### config.mk
export PLATFORM = sky130hd
export DESIGN_NAME = regfile_wb_arbiter
export DESIGN_NICKNAME = d
export VERILOG_FILES = /design/src/rtl/regfile_wb_arbiter_pkg.sv /design/src/rtl/regfile_wb_arbiter_rr_arbiter.sv /design/src/rtl/regfile_wb_arbiter.sv
export SDC_FILE = /design/constraint.sdc
export NUM_CORES = 1
export LEC_CHECK = 0
export BUFFER_PORTS_ARGS = -buffer_cell sky130_fd_sc_hd__buf_4
export CORE_ASPECT_RATIO = 2
export CORE_MARGIN = 2
export CORE_UTILIZATION = 29
export CTS_BUF_LIST = sky130_fd_sc_hd__clkbuf_8 sky130_fd_sc_hd__clkbuf_16
export CTS_CLUSTER_SIZE = 30
export DETAILED_ROUTE_END_ITERATION = 7
export GPL_ROUTABILITY_DRIVEN = 0
export PLACE_DENSITY = 0.55
export REMOVE_ABC_BUFFERS = 1
export SKIP_LAST_GASP = 1
export SYNTH_ARGS = -nofsm -noshare
export SYNTH_HDL_FRONTEND = slang
export SYNTH_SLANG_ARGS = --single-unit
export TNS_END_PERCENT = 50
### constraint.sdc
create_clock -name clk -period 6.2 [get_ports clk]
set_input_delay 0 -clock clk [delete_from_list [all_inputs] [get_ports clk]]
set_output_delay 0 -clock clk [all_outputs]
set_load 0.05 [all_outputs]
### src/rtl/regfile_wb_arbiter_pkg.sv
// Shared constants for the register-file writeback arbiter.
//   WORDSIZE / REGADDRSIZE : datapath and register-address widths
//   XZR                    : zero register; writes to it are dropped
//   WBREQ_*                : requester index assignments
//   wrap_idx               : single-step modulo for rotating indices
package regfile_wb_arbiter_pkg;

    localparam int WORDSIZE    = 32;
    localparam int REGADDRSIZE = 5;

    localparam logic [REGADDRSIZE-1:0] XZR = 5'd31;

    localparam int WBREQ_ALU  = 0;
    localparam int WBREQ_MEM  = 1;
    localparam int WBREQ_LINK = 2;

    // idx is always < 2*n at every call site, so one subtraction is enough.
    function automatic int wrap_idx(input int idx, input int n);
        return (idx >= n) ? idx - n : idx;
    endfunction

endpackage

### src/rtl/regfile_wb_arbiter_rr_arbiter.sv
// Combinational round-robin arbiter.
//   valid : request vector
//   ptr   : index with highest priority this cycle (0..NREQ-1)
//   grant : one-hot grant, zero when no request is valid
// Requests are rotated so that ptr lands on bit 0, the lowest set bit is
// picked, and the choice is rotated back to its original index.
module rr_arbiter
    import regfile_wb_arbiter_pkg::*;
#(
    parameter  int NREQ = 3,
    localparam int PW   = $clog2(NREQ)
) (
    input  logic [NREQ-1:0] valid,
    input  logic [PW-1:0]   ptr,
    output logic [NREQ-1:0] grant
);

    logic [NREQ-1:0] rot;
    logic            found;
    int              first;

    always_comb begin
        rot   = '0;
        grant = '0;
        found = 1'b0;
        first = 0;
        for (int i = 0; i < NREQ; i++) begin
            rot[i] = valid[wrap_idx(int'(ptr) + i, NREQ)];
        end
        for (int i = 0; i < NREQ; i++) begin
            if (!found && rot[i]) begin
                found = 1'b1;
                first = i;
            end
        end
        if (found) begin
            grant[wrap_idx(int'(ptr) + first, NREQ)] = 1'b1;
        end
    end

endmodule

### src/rtl/regfile_wb_arbiter.sv
// Shares the register-file write port between NREQ writeback sources.
//   clk, reset_n          : clock, asynchronous active-low reset
//   flush                 : squash the staged write, suppress this cycle's grant
//   req_valid/rd/data     : per-requester write requests (packed slices)
//   req_ready             : one-hot grant; a transfer is valid & ready
//   wr_en/wr_rd/wr_data   : one-cycle staged write to the register file
//   rn, rm                : register-file read addresses this cycle
//   fwd_n, fwd_m          : staged write hits rn / rm, forward wr_data
// Handshake: requester i transfers in a cycle where req_valid[i] and
// req_ready[i] are both high; it holds valid/rd/data stable until then.
// The granted write is visible on wr_* in the following cycle.
module regfile_wb_arbiter
    import regfile_wb_arbiter_pkg::*;
#(
    parameter  int NREQ = 3,
    localparam int PW   = $clog2(NREQ)
) (
    input  logic                        clk,
    input  logic                        reset_n,
    input  logic                        flush,
    input  logic [NREQ-1:0]             req_valid,
    input  logic [NREQ*REGADDRSIZE-1:0] req_rd,
    input  logic [NREQ*WORDSIZE-1:0]    req_data,
    output logic [NREQ-1:0]             req_ready,
    output logic                        wr_en,
    output logic [REGADDRSIZE-1:0]      wr_rd,
    output logic [WORDSIZE-1:0]         wr_data,
    input  logic [REGADDRSIZE-1:0]      rn,
    input  logic [REGADDRSIZE-1:0]      rm,
    output logic                        fwd_n,
    output logic                        fwd_m
);

    logic [PW-1:0]          ptr;
    logic [PW-1:0]          ptr_next;
    logic [NREQ-1:0]        grant;
    logic                   any_grant;
    logic [REGADDRSIZE-1:0] sel_rd;
    logic [WORDSIZE-1:0]    sel_data;

    rr_arbiter #(.NREQ(NREQ)) u_rr_arbiter (
        .valid (req_valid),
        .ptr   (ptr),
        .grant (grant)
    );

    // Grants are withheld during reset and flush, so nothing is accepted
    // that the output stage would then discard.
    assign req_ready = grant & {NREQ{reset_n & ~flush}};
    assign any_grant = |req_ready;

    // Select the winner's payload and the pointer slot just past it.
    // The wrap to 0 is explicit so non-power-of-2 NREQ works.
    always_comb begin
        sel_rd   = '0;
        sel_data = '0;
        ptr_next = ptr;
        for (int i = 0; i < NREQ; i++) begin
            if (req_ready[i]) begin
                sel_rd   = req_rd[i*REGADDRSIZE +: REGADDRSIZE];
                sel_data = req_data[i*WORDSIZE +: WORDSIZE];
                ptr_next = (i == NREQ - 1) ? '0 : PW'(i + 1);
            end
        end
    end

    always_ff @(posedge clk or negedge reset_n) begin
        if (!reset_n) begin
            ptr     <= '0;
            wr_en   <= 1'b0;
            wr_rd   <= '0;
            wr_data <= '0;
        end else if (flush) begin
            // wr_rd/wr_data intentionally keep their previous values.
            wr_en <= 1'b0;
        end else if (any_grant) begin
            // An XZR destination still consumes the slot but never writes.
            wr_en   <= (sel_rd != XZR);
            wr_rd   <= sel_rd;
            wr_data <= sel_data;
            ptr     <= ptr_next;
        end else begin
            wr_en <= 1'b0;
        end
    end

    assign fwd_n = wr_en && (wr_rd == rn) && (rn != XZR);
    assign fwd_m = wr_en && (wr_rd == rm) && (rm != XZR);

endmodule

==> metrics.cfg, run 1 <==
[setup_path]
critical_path.max_stage_delay_ns=1.04
required_ns=6.20
path_class=reg -> out
cp_cell_sequence=inv_1, ha_1, mux2i_1, o22ai_1, nor2b_1, ha_2, ha_1, nand2b_1, mux2i_1, and2_1, buf_4
r2r-start=ptr[1]$_DFFE_PN0P_
critPathArrivalTime_ns=4.87
critPathLaunch=ptr[1]$_DFFE_PN0P_
critPathLaunchType=flip-flop
endpoint_kind=output pin
critPathMaxFanout=52
slowest_stage=mux2i_1

[outcome]
status=complete, no violations

[detailed_routing]
post_drt_wl_per_cell_um=18.98
vias=3164
wl_met2_um=6524
top_layer_used=met4
drt_first_pass_iters=6
drt_first_iter_violations=196
vias_per_cell=5.418
post-route-drc-count=0
finalWirelength_um=11090
met1Wirelength_um=3861
postRouteAntennaNets=0
wl_met3_um=452

[clock_tree]
htreeDepth=2
cts.sinks=40
insertion_delay_ns=0.29
cts_made_buffers=5
cts_root_buf=clkbuf_16
post_cts_buffers=0
cts_repair_resize_count=0
tritoncts=built
clk_pin_slew_ns=0.06
cts_hold_buf=1
clockBufferDepth=2

[floorplanning]
die_area_um2=11030
die_w_um=75.26
die_h_um=146.5
fp-row-count=52
coreArea_um2=10020
pin_count=170
start_util_pct=29.40

[layout]
layout_common_cells=174 x buf_4, 40 x dfrtp_1, 39 x a21oi_1, 23 x a22o_1, 19 x o32a_1
regArea_um2=1001
drive_gt1_share_pct=45.21
final_cell_count_no_fill=584
fin_util_pct=44.24
fin_nets=582
synthToLayoutAreaGrowth_pct=50.51
n_fill_cell=1033
diodes=0
final_common_cell=buf_4
multi_input_area_um2=1742

[timing]
setup_viol=0
rsz0062_at_grt=false
hold_viol=0
finalCritPeriodShare_pct=78.51
final_max_slew_viol_count=0
skew_ns=0.005536
max_freq_ghz=0.2054
period_needed_ns=4.868
tightest_slew_ns=1.251
fin_tns_setup_ns=0
relSlewSlack_pct=14.19

[grt]
grt_max_degree=53
grt_pass1_vias=3281
gr-usage-all-layers_pct=20.48
antenna_found_initial=0
grt_pass1_wl_um=17040
grt-ovfl-total=0

[synth]
yosysTopAreaCellShare_pct=33.98
synth_seq_area_share_pct=33.98
ys.flop_type=dfrtp_1
yosys.cell_types.count=51
netlist_area_um2=2945
synth_area_leader_cell=dfrtp_1
synth_area_leaders=dfrtp_1 34%, a22o_1 6.8%, a21oi_1 6.8%
synth-seq-cells=40
async_flop_share_pct=100.0
synthCells=297
yosys_warnings=0
syn_area_per_cell_um2=9.917
synth-edff-count=0

[hold_path]
min_from=req_data[28]
hp-class=in -> reg

[place]
dp.cells=575
io_buffers=169
dpl.hpwl_um=8392

[flow_run]
max-cap-violations=0

[cells in the mapped netlist (5+ instances only)]
| cell | n |
|---|---|
| a211oi_1 | 9 |
| a211oi_2 | 10 |
| a21oi_1 | 40 |
| a222oi_1 | 14 |
| a22o_1 | 23 |
| buf_2 | 16 |
| buf_6 | 8 |
| clkbuf_1 | 5 |
| dfrtp_1 | 40 |
| ha_1 | 6 |
| inv_1 | 6 |
| nand2_1 | 9 |
| nand2b_1 | 5 |
| nor2_1 | 10 |
| o22ai_1 | 7 |
| o2bb2ai_1 | 13 |
| o32a_1 | 19 |
| xor2_1 | 6 |
[registers in the layout (all words and copies together) (netlist names)]
register / cells
wr_en: 1
wr_rd: 5
ptr: 2
wr_data: 32
[layer usage]
metal	global-route usage, %	vias up
li1	-	1514
met1	22.29	1556
met2	38.11	81
met3	2.830	13
met4	7.544	0
met5	0	-
[worst max-delay path, delay by kind of cell (launching register included)]
family | cells | cell delay (ns)
compound gates | 1 | 0.19
fa+ha+maj | 3 | 1.68
buf+inv | 2 | 0.35
flops | 1 | 0.40
mux | 2 | 1.28
simple gates | 3 | 0.67
[area by class of cell]
cell class | instances | share of cell area [%]
clock inverters | 1 | 0.6774
inverters | 6 | 0.5080
multi-input cells | 220 | 39.29
clock buffers | 7 | 3.443
repair buffers | 175 | 29.69
well taps | 135 | 3.810
flip-flops and latches | 40 | 22.58
[cell families (layout without fill, tap and decap cells)]
kind of cell               after synthesis  in the layout  synth area share [%]
DFF                                     40             40                 33.98
and+or+nand+nor                         47             47                 9.007
muxes                                    4              4                 1.359
adders and majority gates                7              7                 3.229
AOI/OAI and AO/OA                      154            154                 42.48
xor gates and xnor gates                 8              8                 2.379
buffers and inverters                   37            189                 7.562
[stage by stage]
stage	setup slack, ns	hold slack (ns)	cell area (um2)
after floorplan	1.544	-0.2956	2745
after global placement	1.643	0.03107	4240
after detailed placement	1.536	0.04067	4240
after CTS	1.357	0.0009803	4433
after global routing	0.8699	0.02547	4433
final	1.332	0.007030	4433
[path summary, 6_finish.rpt]
check	slack [ns]	cells past startpoint	end
max in group asynchronous	5.56	2	wr_rd[1]$_DFFE_PN0P_
min in group asynchronous	0.24	2	wr_data[23]$_DFFE_PN0P_
worst max register to register	1.53	11	wr_data[6]$_DFFE_PN0P_
worst max-delay path	1.33	11	req_ready[0]
worst min register to register	0.49	1	wr_data[22]$_DFFE_PN0P_
worst min-delay path	0.007	3	wr_data[28]$_DFFE_PN0P_
Power of run 1 is not shown: default switching activity piles up to over one toggle a cycle in this logic, so the estimate is an artifact.
==> run 2: changes to the inputs <==
Clock period 6.2 ns to 4.7 ns, I/O delays scaled along.
==> metrics.cfg, run 2 (same netlist as run 1, synthesis figures left out) <==
[outcome]
status=complete, no violations

[layout]
fin_nets=586
final_common_cell=buf_4
layout_common_cells=178 x buf_4, 40 x dfrtp_1, 39 x a21oi_1, 23 x a22o_1, 19 x o32a_1
top_register=wr_data
diodes=0
largest_reg_flops=32
synthToLayoutAreaGrowth_pct=50.38
regArea_um2=1001
multi_input_area_um2=1742
drive_gt1_share_pct=45.70
n_fill_cell=1079
final_cell_count_no_fill=588
fin_util_pct=44.21
reg.largest.list=wr_data x32, wr_rd x5, ptr x2

[detailed_routing]
postRouteAntennaNets=0
drt_first_iter_violations=147
finalWirelength_um=11030
drt_first_pass_iters=5
post-route-drc-count=0
vias_per_cell=5.490
post_drt_wl_per_cell_um=18.75
vias=3228

[clock_tree]
clk_pin_slew_ns=0.06
insertion_delay_ns=0.28
cts_root_buf=clkbuf_16
htreeDepth=2
clockBufferDepth=2
cts_repair_resize_count=0
cts.sinks=40
tritoncts=built
cts_made_buffers=5

[timing]
fin_tns_setup_ns=0
hold_viol=0
max_freq_ghz=0.2261
hold_ws_ns=0.01771
final_max_slew_viol_count=0
skew_ns=0.002983
period_needed_ns=4.424
relSlewSlack_pct=35.42
tightest_slew_ns=0.9677
finalCritPeriodShare_pct=94.12
setup_viol=0
rsz0062_at_grt=false

[place]
dpl.hpwl_um=8452
io_buffers=169
dp.cells=579

[setup_path]
path_class=reg -> reg
critPathLaunch=ptr[0]$_DFFE_PN0P_
worst-path-stages=15
crit_family=adder cells
reg2reg_to=wr_data[23]$_DFFE_PN0P_
endpoint_kind=flip-flop
r2r-start=ptr[0]$_DFFE_PN0P_
critPathMaxFanout=21
slowest_stage=fa_1
cp_cell_sequence=inv_1, ha_1, nand2_1, o22ai_1, nor2b_1, ha_2, inv_1, fa_1, inv_1, ha_1, nor4b_1, a31o_1, buf_4, a22o_1, o32a_1
critPathLaunchType=flip-flop
crit_top_cell=inv_1
regToRegSetupSlack_ns=0.28
required_ns=4.92
endpoint=wr_data[23]$_DFFE_PN0P_
rr_worst_depth=15
critPathArrivalTime_ns=4.65
critical_path.max_stage_delay_ns=0.59
path_buf_inv=4

[grt]
grt_max_degree=42
antenna_found_initial=0
grt-ovfl-total=0
grt_pass1_wl_um=16720
gr-usage-all-layers_pct=19.89
grt_pass1_vias=3239

[floorplanning]
coreArea_um2=10020
die_h_um=146.5
pin_count=170
fp-row-count=52
die_w_um=75.26
die_area_um2=11030
start_util_pct=29.40

[flow_run]
max-cap-violations=0

[hold_path]
hp-class=in -> reg

==> run 2: changes by cell type in the layout (fill, tap and decap cells not counted), sizes merged <==
cell / previous run / this run
bufinv: 1 / 0
buf: 174 / 178
clkbuf: 7 / 6
clkinv: 0 / 2
==> run 2: repair_timing <==
item                      4_1_cts  5_1_grt
buffers inserted                0        0
hold buffers                    1        0
hold endpoints to repair       40        0
==> run 2: worst min path at each step <==
stage | from | cells after the start | slack, ns | endpoint
floorplan | reset_n | 0 | -0.30 | ptr[0]$_DFFE_PN0P_
CTS | req_data[24] | 3 | 0.02 | wr_data[24]$_DFFE_PN0P_
global placement | reset_n | 1 | 0.02 | wr_data[2]$_DFFE_PN0P_
global route | req_data[24] | 3 | 0.04 | wr_data[24]$_DFFE_PN0P_
finish | req_data[24] | 3 | 0.02 | wr_data[24]$_DFFE_PN0P_
detailed placement | reset_n | 1 | 0.03 | wr_data[27]$_DFFE_PN0P_
==> run 2: area by class of cell <==
cell class                      instances  share of cell area, %
Tap cell                              135                  3.814
Inverter                                6                 0.5085
Clock inverter                          2                 0.2260
Timing Repair Buffer                  179                  30.40
Multi-Input combinational cell        220                  39.32
Clock buffer                            6                  3.136
Sequential cell                        40                  22.60
==> run 2: layer usage <==
| metal | wire length (um) | GRT usage [%] | up-vias |
|---|---|---|---|
| met5 | 0 | 0 | - |
| li1 | - | - | 1521 |
| met2 | 6277 | 36.01 | 90 |
| met1 | 3946 | 22.04 | 1594 |
| met4 | 422 | 8.860 | 0 |
| met3 | 380 | 2.484 | 23 |
==> run 2: worst min-delay path: stages <==
cell and delay, ns:
buf_4 0.08, a222oi_1 0.05, o2bb2ai_1 0.13
==> run 2: per-stage QoR <==
stage          instance area, um2  setup slack [ns]
3_5_place_dp                 4270            0.3650
4_1_cts                      4429            0.3309
2_1_floorplan                2745           0.04370
3_3_place_gp                 4270            0.4502
5_1_grt                      4429           0.02550
6_report                     4429            0.2764
Power of run 2 is left out for the same reason.
==> run 3: changes to the inputs <==
==> constraint.sdc (replaced) <==
create_clock -name clk -period 4.7 [get_ports clk]
set_input_delay 0.94 -clock clk [delete_from_list [all_inputs] [get_ports clk]]
set_output_delay 0.94 -clock clk [all_outputs]
set_load 0.05 [all_outputs]
==> metrics.cfg, run 3 (same netlist as run 1, synthesis figures left out) <==
[detailed_routing]
met1Wirelength_um=4083
drt_first_pass_iters=7
drt_first_iter_violations=221
vias_per_cell=5.457
wl_met3_um=370
wl_met2_um=6499
post-route-drc-count=0
post_drt_wl_per_cell_um=18.95
postRouteAntennaNets=0
vias=3214
top_layer_used=met4
finalWirelength_um=11160

[timing]
max_freq_ghz=0.2221
rsz0062_at_grt=false
skew_ns=0.001894
relSlewSlack_pct=33.84
finalCritPeriodShare_pct=95.79
final_max_slew_viol_count=0
setup_viol=0
hold_ws_ns=0.4904
period_needed_ns=4.502
hold_viol=0
tightest_slew_ns=0.9914

[setup_path]
cp_cell_sequence=inv_1, ha_1, nand2_1, o22ai_1, nor2b_1, ha_2, inv_1, fa_2, inv_1, ha_2, nand2b_2, mux2i_1, and2_1, buf_6
critical_path.max_stage_delay_ns=0.60
crit_family=adder cells
crit_top_cell=inv_1
slowest_stage=fa_2
critPathMaxFanout=8
required_ns=3.76
path_class=reg -> out
endpoint_kind=output pin
critPathLaunchType=flip-flop
critPathArrivalTime_ns=3.56
path_buf_inv=4

[clock_tree]
cts_root_buf=clkbuf_16
post_cts_buffers=0
htreeDepth=2
cts.sinks=40
insertion_delay_ns=0.28
tritoncts=built
cts_hold_buf=0
clockBufferDepth=2
cts_made_buffers=5
clk_pin_slew_ns=0.06

[outcome]
status=complete, no violations

[grt]
grt_pass1_vias=3219
grt_pass1_wl_um=16790
gr-usage-all-layers_pct=20.08
grt_max_degree=41
antenna_found_initial=0
grt-ovfl-total=0

[layout]
reg.largest.list=wr_data x32, wr_rd x5, ptr x2
fin_area_um2=4473
fin_util_pct=44.64
largest_reg_flops=32
final_cell_count_no_fill=589
layout_common_cells=180 x buf_4, 39 x a21oi_1, 39 x dfrtp_1, 23 x a22o_1, 19 x o32a_1
top_register=wr_data
fin_nets=588
diodes=0
final_common_cell=buf_4
drive_gt1_share_pct=47.80
synthToLayoutAreaGrowth_pct=51.87

[place]
io_buffers=169
postPlaceCellArea_um2=4293
dp.cells=582
dpl.hpwl_um=8317

[floorplanning]
start_util_pct=29.40
coreArea_um2=10020
die_h_um=146.5
die_area_um2=11030
pin_count=170
die_w_um=75.26
fp-row-count=52

[flow_run]
max-cap-violations=0

[hold_path]
hp-class=reg -> reg

[run 3: changes by cell type in the layout (fill, tap and decap cells not counted), moves of 2 or more]
cell | previous run | this run
buf_4 | 178 | 180
clkinv_2 | 2 | 0
ha_1 | 5 | 3
ha_2 | 1 | 3
[run 3: final timing paths]
kind                                              start                       to  slack [ns]  cells past startpoint
worst max register to register       ptr[0]$_DFFE_PN0P_  wr_data[23]$_DFFE_PN0P_        0.67                     15
min in group asynchronous                       reset_n  wr_data[18]$_DFFE_PN0P_        0.75                      2
worst min register to register  wr_data[28]$_DFFE_PN0P_  wr_data[28]$_DFFE_PN0P_        0.49                      1
worst max-delay path                 ptr[0]$_DFFE_PN0P_             req_ready[0]        0.20                     14
max in group asynchronous                       reset_n       ptr[0]$_DFFE_PN0P_        3.54                      2
worst min-delay path            wr_data[28]$_DFFE_PN0P_  wr_data[28]$_DFFE_PN0P_        0.49                      1
[run 3: through the flow]
step                      setup slack, ns  setup TNS (ns)
after floorplan                   -0.6703          -4.748
after CTS                         0.03406               0
final                              0.1981               0
after detailed placement          0.08331               0
after global placement             0.1794               0
after global routing              0.01506               0
[run 3: routing by layer]
metal,track usage [%],up-vias
met5,0,-
met4,7.105,0
met3,2.622,12
met2,36.84,92
met1,22.62,1591
li1,-,1519
[run 3: cell type report]
cell class | count | area [um2]
Timing Repair Buffer | 181 | 1363
Tap cell | 135 | 168.9
Multi-Input combinational cell | 220 | 1764
Sequential cell | 40 | 1002
Inverter | 6 | 22.52
Fill cell | 1034 | 5547
Clock buffer | 7 | 152.6
[run 3: timing repair]
item | in CTS | in global routing
endpoints found under the setup margin | 2 | 3
gates resized for setup | 1 | 8
endpoints found under the hold margin | 0 | 0
gates cloned | 0 | 0
[run 3: worst register-to-register path: stages, from the launching register on]
cell,delay [ns]
dfrtp_2,0.42
inv_1,0.08
ha_1,0.34
nand2_1,0.07
o22ai_1,0.17
nor2b_1,0.18
ha_2,0.17
inv_1,0.04
fa_2,0.60
inv_1,0.09
ha_2,0.22
nor4b_2,0.35
a31o_1,0.50
buf_4,0.37
a22o_1,0.22
o32a_1,0.15
Power of run 3 is left out for the same reason.
